<file path="config.mk">
export PLATFORM = sky130hd
export DESIGN_NAME = sequence_display
export DESIGN_NICKNAME = d
export VERILOG_FILES = /design/src/rtl/sequence_display.sv
export SDC_FILE = /design/constraint.sdc
export NUM_CORES = 1
export LEC_CHECK = 0
export CAP_MARGIN = 30
export CORE_ASPECT_RATIO = 1.5
export CORE_MARGIN = 1
export CORE_UTILIZATION = 54
export CTS_CLUSTER_DIAMETER = 40
export CTS_CLUSTER_SIZE = 14
export DETAILED_ROUTE_END_ITERATION = 12
export PLACE_DENSITY = 0.88
export SYNTH_ARGS = -nofsm -noshare
export SYNTH_HDL_FRONTEND = slang
export SYNTH_SLANG_ARGS = --single-unit
</file>
<file path="constraint.sdc">
create_clock -name clk -period 3 [get_ports clk]
set_input_delay 0.3 -clock clk [delete_from_list [all_inputs] [get_ports clk]]
set_output_delay 0.3 -clock clk [all_outputs]
set_load 0.1 [all_outputs]
</file>
<file path="src/rtl/sequence_display.sv">
// Plays back a captured sequence of 2-bit colours on one-hot LEDs with fixed on/off
// durations, then holds complete_display until en drops.
module sequence_display #(
  parameter int unsigned ON_CYCLES  = 8,
  parameter int unsigned OFF_CYCLES = 4,
  parameter int unsigned CNT_W      = 16
) (
  input  logic        clk,
  input  logic        rst,
  input  logic        en,
  input  logic [31:0] target_sequence,
  input  logic [3:0]  sequence_len,
  output logic [3:0]  led,
  output logic [1:0]  colour_out,
  output logic        colour_valid,
  output logic        busy,
  output logic        complete_display
);

  localparam logic [CNT_W-1:0] OnLast  = CNT_W'(ON_CYCLES - 1);
  localparam logic [CNT_W-1:0] OffLast = CNT_W'(OFF_CYCLES - 1);

  typedef enum logic [1:0] {StIdle, StOn, StOff, StDone} state_e;

  state_e           state_q, state_d;
  logic [31:0]      shadow_q, shadow_d;
  logic [3:0]       len_q, len_d;
  logic [3:0]       index_q, index_d;
  logic [CNT_W-1:0] cnt_q, cnt_d;

  logic [3:0] led_d;
  logic [1:0] colour_d, colour_out_d;
  logic       colour_valid_d, busy_d, complete_d;

  // State register; outputs are registered from next-state so the first lamp
  // appears in the cycle right after the capturing edge.
  always_ff @(posedge clk) begin
    if (!rst) begin
      state_q          <= StIdle;
      shadow_q         <= '0;
      len_q            <= '0;
      index_q          <= '0;
      cnt_q            <= '0;
      led              <= '0;
      colour_out       <= '0;
      colour_valid     <= 1'b0;
      busy             <= 1'b0;
      complete_display <= 1'b0;
    end else begin
      state_q          <= state_d;
      shadow_q         <= shadow_d;
      len_q            <= len_d;
      index_q          <= index_d;
      cnt_q            <= cnt_d;
      led              <= led_d;
      colour_out       <= colour_out_d;
      colour_valid     <= colour_valid_d;
      busy             <= busy_d;
      complete_display <= complete_d;
    end
  end

  // Next-state logic
  always_comb begin
    state_d  = state_q;
    shadow_d = shadow_q;
    len_d    = len_q;
    index_d  = index_q;
    cnt_d    = cnt_q;
    unique case (state_q)
      StIdle: begin
        cnt_d = '0;
        if (en) begin
          shadow_d = target_sequence;
          len_d    = sequence_len;
          index_d  = '0;
          state_d  = (sequence_len == 4'd0) ? StDone : StOn;
        end
      end
      StOn: begin
        if (!en) begin
          state_d = StIdle;
          cnt_d   = '0;
        end else if (cnt_q == OnLast) begin
          state_d = StOff;
          cnt_d   = '0;
        end else begin
          cnt_d = cnt_q + CNT_W'(1);
        end
      end
      StOff: begin
        if (!en) begin
          state_d = StIdle;
          cnt_d   = '0;
        end else if (cnt_q == OffLast) begin
          cnt_d   = '0;
          index_d = index_q + 4'd1;
          state_d = (index_q + 4'd1 == len_q) ? StDone : StOn;
        end else begin
          cnt_d = cnt_q + CNT_W'(1);
        end
      end
      StDone: begin
        cnt_d = '0;
        if (!en) state_d = StIdle;
      end
      default: state_d = StIdle;
    endcase
  end

  // Output logic, decoded from the next state
  always_comb begin
    colour_d       = shadow_d[{index_d, 1'b0} +: 2];
    led_d          = '0;
    colour_out_d   = '0;
    colour_valid_d = 1'b0;
    busy_d         = 1'b0;
    complete_d     = 1'b0;
    unique case (state_d)
      StOn: begin
        led_d          = 4'b0001 << colour_d;
        colour_out_d   = colour_d;
        colour_valid_d = 1'b1;
        busy_d         = 1'b1;
      end
      StOff:   busy_d     = 1'b1;
      StDone:  complete_d = 1'b1;
      default: ;
    endcase
  end

endmodule

</file>
==> results.md, run 1 <==
| Step | Item | Reported |
|---|---|---|
| worst setup path | Data required time of the critical path | 3280 ps |
| yosys | Synthesized netlist net count | 450 |
| worst setup path | Slowest stage cell on the critical path | dfxtp_1 |
| worst setup path | Delay contributed by the slowest stage of the critical path | 360 ps |
| floorplan | Number of top-level design ports | 48 |
| detailed routing | Count of routing violations after the opening detailed-route iteration | 156 |
| floorplan | Die footprint | 0.00641 mm² |
| worst setup path | Cell family with most CP delay | simple AND/OR/NAND/NOR gates |
| yosys | Area of the mapped netlist | 0.00329 mm² |
| floorplan | Die Span X | 65.7 µm |
| clock tree | Clk root buf | clkbuf_8 |
| run status | Run status | completed |
| floorplan | Initial cell density of the core | 56.4% |
| floorplan | Die outline height | 97.6 µm |
| clock tree | Clock Path Buffers | 2 |
| placed design | Quantity of I/O buffers inserted on ports | 47 |
| grt | Global-route wire length before repair | 14.2 mm |
| power and ir drop | Leak pwr | 1.60 nW |
| worst setup path | R2R Path Start | cnt_q[1] |
| yosys | Area fraction of the dominant cell type after synthesis | 40.8% |
| detailed routing | WL per Instance | 16.0 µm |
| cells and area | Layout cell share with drive strength beyond 1 | 15.2% |
| yosys | Most frequent cell after synthesis | nand2_1 |
| yosys | Number of flops mapped to enable cells by yosys | 0 |
| worst setup path | Number of buffer and inverter stages on the critical path | 1 |
| cells and area | Antenna Diode Count | 0 |
| grt | GR Layer Usage met3 | 6.22% |
| timing | Setup TNS | 0 ps |
| placed design | DPL Wire Length | 6.21 mm |
| clock tree | Clock transition time at the flip-flop clock pins of the worst setup and hold paths | 70 ps |
| clock tree | Clock tree sinks | 67 |
| grt | Global routing usage summed across all routing layers | 29.1% |
| timing | Setup repair after global routing missed its margin | false |
| worst setup path | Worst-case reg-to-reg path depth | 10 |
| flow run | Number of max-capacitance violations reported | 0 |
| power and ir drop | Maximum ir drop on the vdd rail | 0.402 mV |
| worst setup path | Crit path from | cnt_q[1] |
| clock tree | Cts hold-fix bufs | 0 |
| timing | Max Transition Viols Final | 0 |
| clock tree | Clock buffer count from CTS | 9 |
| floorplan | Std cell rows | 34 |
| clock tree | CTS tree | built |
| grt | Number of global-route vias before repair | 3107 |
| yosys | Leading cell types by count after synthesis | nand2_1 (81), dfxtp_1 (67), a21oi_1 (46) |
| detailed routing | Pre-antenna DRT Iters | 4 |
| worst setup path | Worst setup path endpoint | led[1] |
| cells and area | Final #Nets | 513 |
| detailed routing | Via count of the routed design | 3160 |
| timing | Finish-stage setup viols | 0 |
| floorplan | Core region area | 0.00583 mm² |
| grt | Antenna violations before repair | 0 |
| detailed routing | Number of nets still failing antenna checks after routing | 0 |
| worst setup path | Reg2Reg Capture Point | led[1] |
| timing | Final cycle utilization of the critical path | 94.8% |
| yosys | Fraction of synthesis flops using an asynchronous set or reset pin | 0% |
| yosys | Main flop type after synthesis | dfxtp_1 |
| yosys | Yosys warns | 0 |
| power and ir drop | Total power density per cell area | 501 mW/mm² |
| clock tree | Deepest level of the CTS H-tree | 3 |
| timing | Worst slew margin relative to its limit | 35.1% |
| clock tree | Buffers inserted by post-CTS timing repair | 0 |
| worst setup path | Endpoint class of the critical path | register |
| grt | Met1 capacity usage during global routing | 32.5% |
| yosys | Sequential area share after synthesis | 40.8% |
| worst setup path | Largest fanout on the critical path | 13 |
| clock tree | Insertion delay of the later-clocked pin in the worst-skew pair | 360 ps |
| yosys | Post-Synthesis Cells | 407 |
| placed design | Final estimated routing congestion in global placement | 0.886 |
| detailed routing | DRC Markers | 0 |
| grt | Largest net degree at the start of global routing | 44 |
| yosys | Top cells by area in the synthesized netlist | dfxtp_1 (41%), nand2_1 (9.2%), a21oi_1 (7.0%) |
| yosys | Yosys reg bits | 67 |
| timing | Worst-margin pin slew | 971 ps |
| grt | GRT met2 Usage | 49.1% |
| worst setup path | Arrival time reported for the critical path endpoint | 3120 ps |
| grt | Global-route layer with the greatest usage | met2 |
| worst setup path | Slack of the worst reg-to-reg path | 160 ps |
| worst setup path | Critical path, cell by cell | ha_2 > nor4b_4 > nand4_2 > buf_4 > nor2_2 > mux4_2 > a32o_1 > a221oi_2 > a22oi_1 > nor3b_1 |
| cells and area | Synthesis-to-layout area growth | 30.5% |
| grt | Remaining global-route overflow | 0 |
| yosys | Post-Syn Area per Cell | 8.08 µm² |
| detailed routing | Drt total wl | 8.74 mm |
| timing | Hold Vio Cnt, Final | 0 |
| worst setup path | Type of origin of the critical path | register |
| timing | Clock period minus final worst setup slack | 2840 ps |
| worst setup path | Critical path class | register to register |
| yosys | Largest area contributor in the netlist | dfxtp_1 |
| yosys | Count of distinct cell types in the synthesized netlist | 65 |
| timing | Setup clock skew after layout | 8.54 ps |
| cells and area | Core Util, Final | 73.7% |
| worst setup path | Crit. path cell count | 10 |
| detailed routing | Via count normalized by instance count | 5.78 |
| timing | Maximum clock frequency | 352 MHz |
| worst hold path | Type of the worst min-delay path | register to register |
routing by layer:
layer	routed length [µm]	part of all wire, %	vias to the layer above
li1	-	-	1549
met1	3240	37	1498
met2	4770	55	85
met3	378	4.3	28
met4	359	4.1	0
met5	0	0	-
tightest hold or removal path, delay by kind of cell (launching register included):
family	cells	cell delay [ps]
flops	1	310
compound gates	1	50
simple gates	1	50
report_power, final:
| group | total (W) | switching, W | leakage [nW] | internal, W |
|---|---|---|---|---|
| sequential | 0.000945 | 0.0000225 | 0.547 | 0.000923 |
| combinational | 0.000237 | 0.000128 | 0.923 | 0.000109 |
| clock | 0.000970 | 0.000351 | 0.133 | 0.000619 |
| total | 0.00215 | 0.000501 | 1.60 | 0.00165 |
per-stage QoR:
step	total power (W)	area, µm²	instances	worst slack [ps]	hold slack [ps]
global placement	0.00119	3990	531	-39.8	444
CTS	0.00216	4250	547	21.0	455
detailed placement	0.00120	3990	531	-85.3	445
global route	0.00223	4290	547	5.02	486
finish	0.00215	4290	547	156	453
floorplan	0.00109	3290	407	299	422
state kept, by name, summed over array words and instances (netlist names):
signal / count
index_q: 4
busy: 1
state_q: 2
colour_valid: 1
colour_out: 2
shadow_q: 32
led: 4
len_q: 4
complete_display: 1
cnt_q: 16
layout make-up:
cell class,count,area (µm²)
flip-flops and latches,67,1340
fillers,425,1540
inverters,12,45.0
repair buffers,77,708
clock buffers,12,165
clock inverters,4,95.1
well taps,72,90.1
multi-input cells,303,1850
timing repair:
action,in CTS,in global routing
resized for setup,0,10
endpoints found under the hold margin,0,0
setup endpoints to repair,0,6
logic make-up (layout without fill, tap and decap cells):
family                     count (synthesis)  in the layout  share of synthesized area (%)
muxes                                      9              9                           3.20
xor gates and xnor gates                  20             20                           5.32
and+or+nand+nor                          173            173                           25.6
buffers and inverters                     37            105                           4.49
AOI/OAI and AO/OA                         97             97                           19.1
DFF                                       67             67                           40.8
adders and majority gates                  4              4                           1.52
layout by cell type, fill, tap and decap left out, types with 6 or more instances in the layout:
master,instances
xnor2_1,10
mux2i_1,6
nand3_1,13
nor2_1,30
dfxtp_1,66
a21oi_1,46
clkbuf_8,12
inv_1,10
and3_1,9
nand2_1,81
clkdlybuf4s50_1,47
o21ai_0,10
xor2_1,10
buf_4,29
worst min-delay path by stage:
stage | from | endpoint | slack (ps) | cells past startpoint
2_1_floorplan | rst | complete_display | 420 | 1
3_3_place_gp | shadow_q[25] | shadow_q[25] | 440 | 2
3_5_place_dp | shadow_q[25] | shadow_q[25] | 450 | 2
4_1_cts | shadow_q[25] | shadow_q[25] | 460 | 2
5_1_grt | shadow_q[22] | shadow_q[22] | 490 | 2
6_report | shadow_q[25] | shadow_q[25] | 450 | 2
No activity file was read; power rests on OpenSTA's default activity.
==> run 2, diff against run 1 <==
--- a/config.mk
+++ b/config.mk
@@ -16,3 +16,4 @@
 export SYNTH_ARGS = -nofsm -noshare
 export SYNTH_HDL_FRONTEND = slang
 export SYNTH_SLANG_ARGS = --single-unit
+export TNS_END_PERCENT = 5
==> results of run 2 <==
The final DEF is identical to that of run 1; final timing and power are the same.
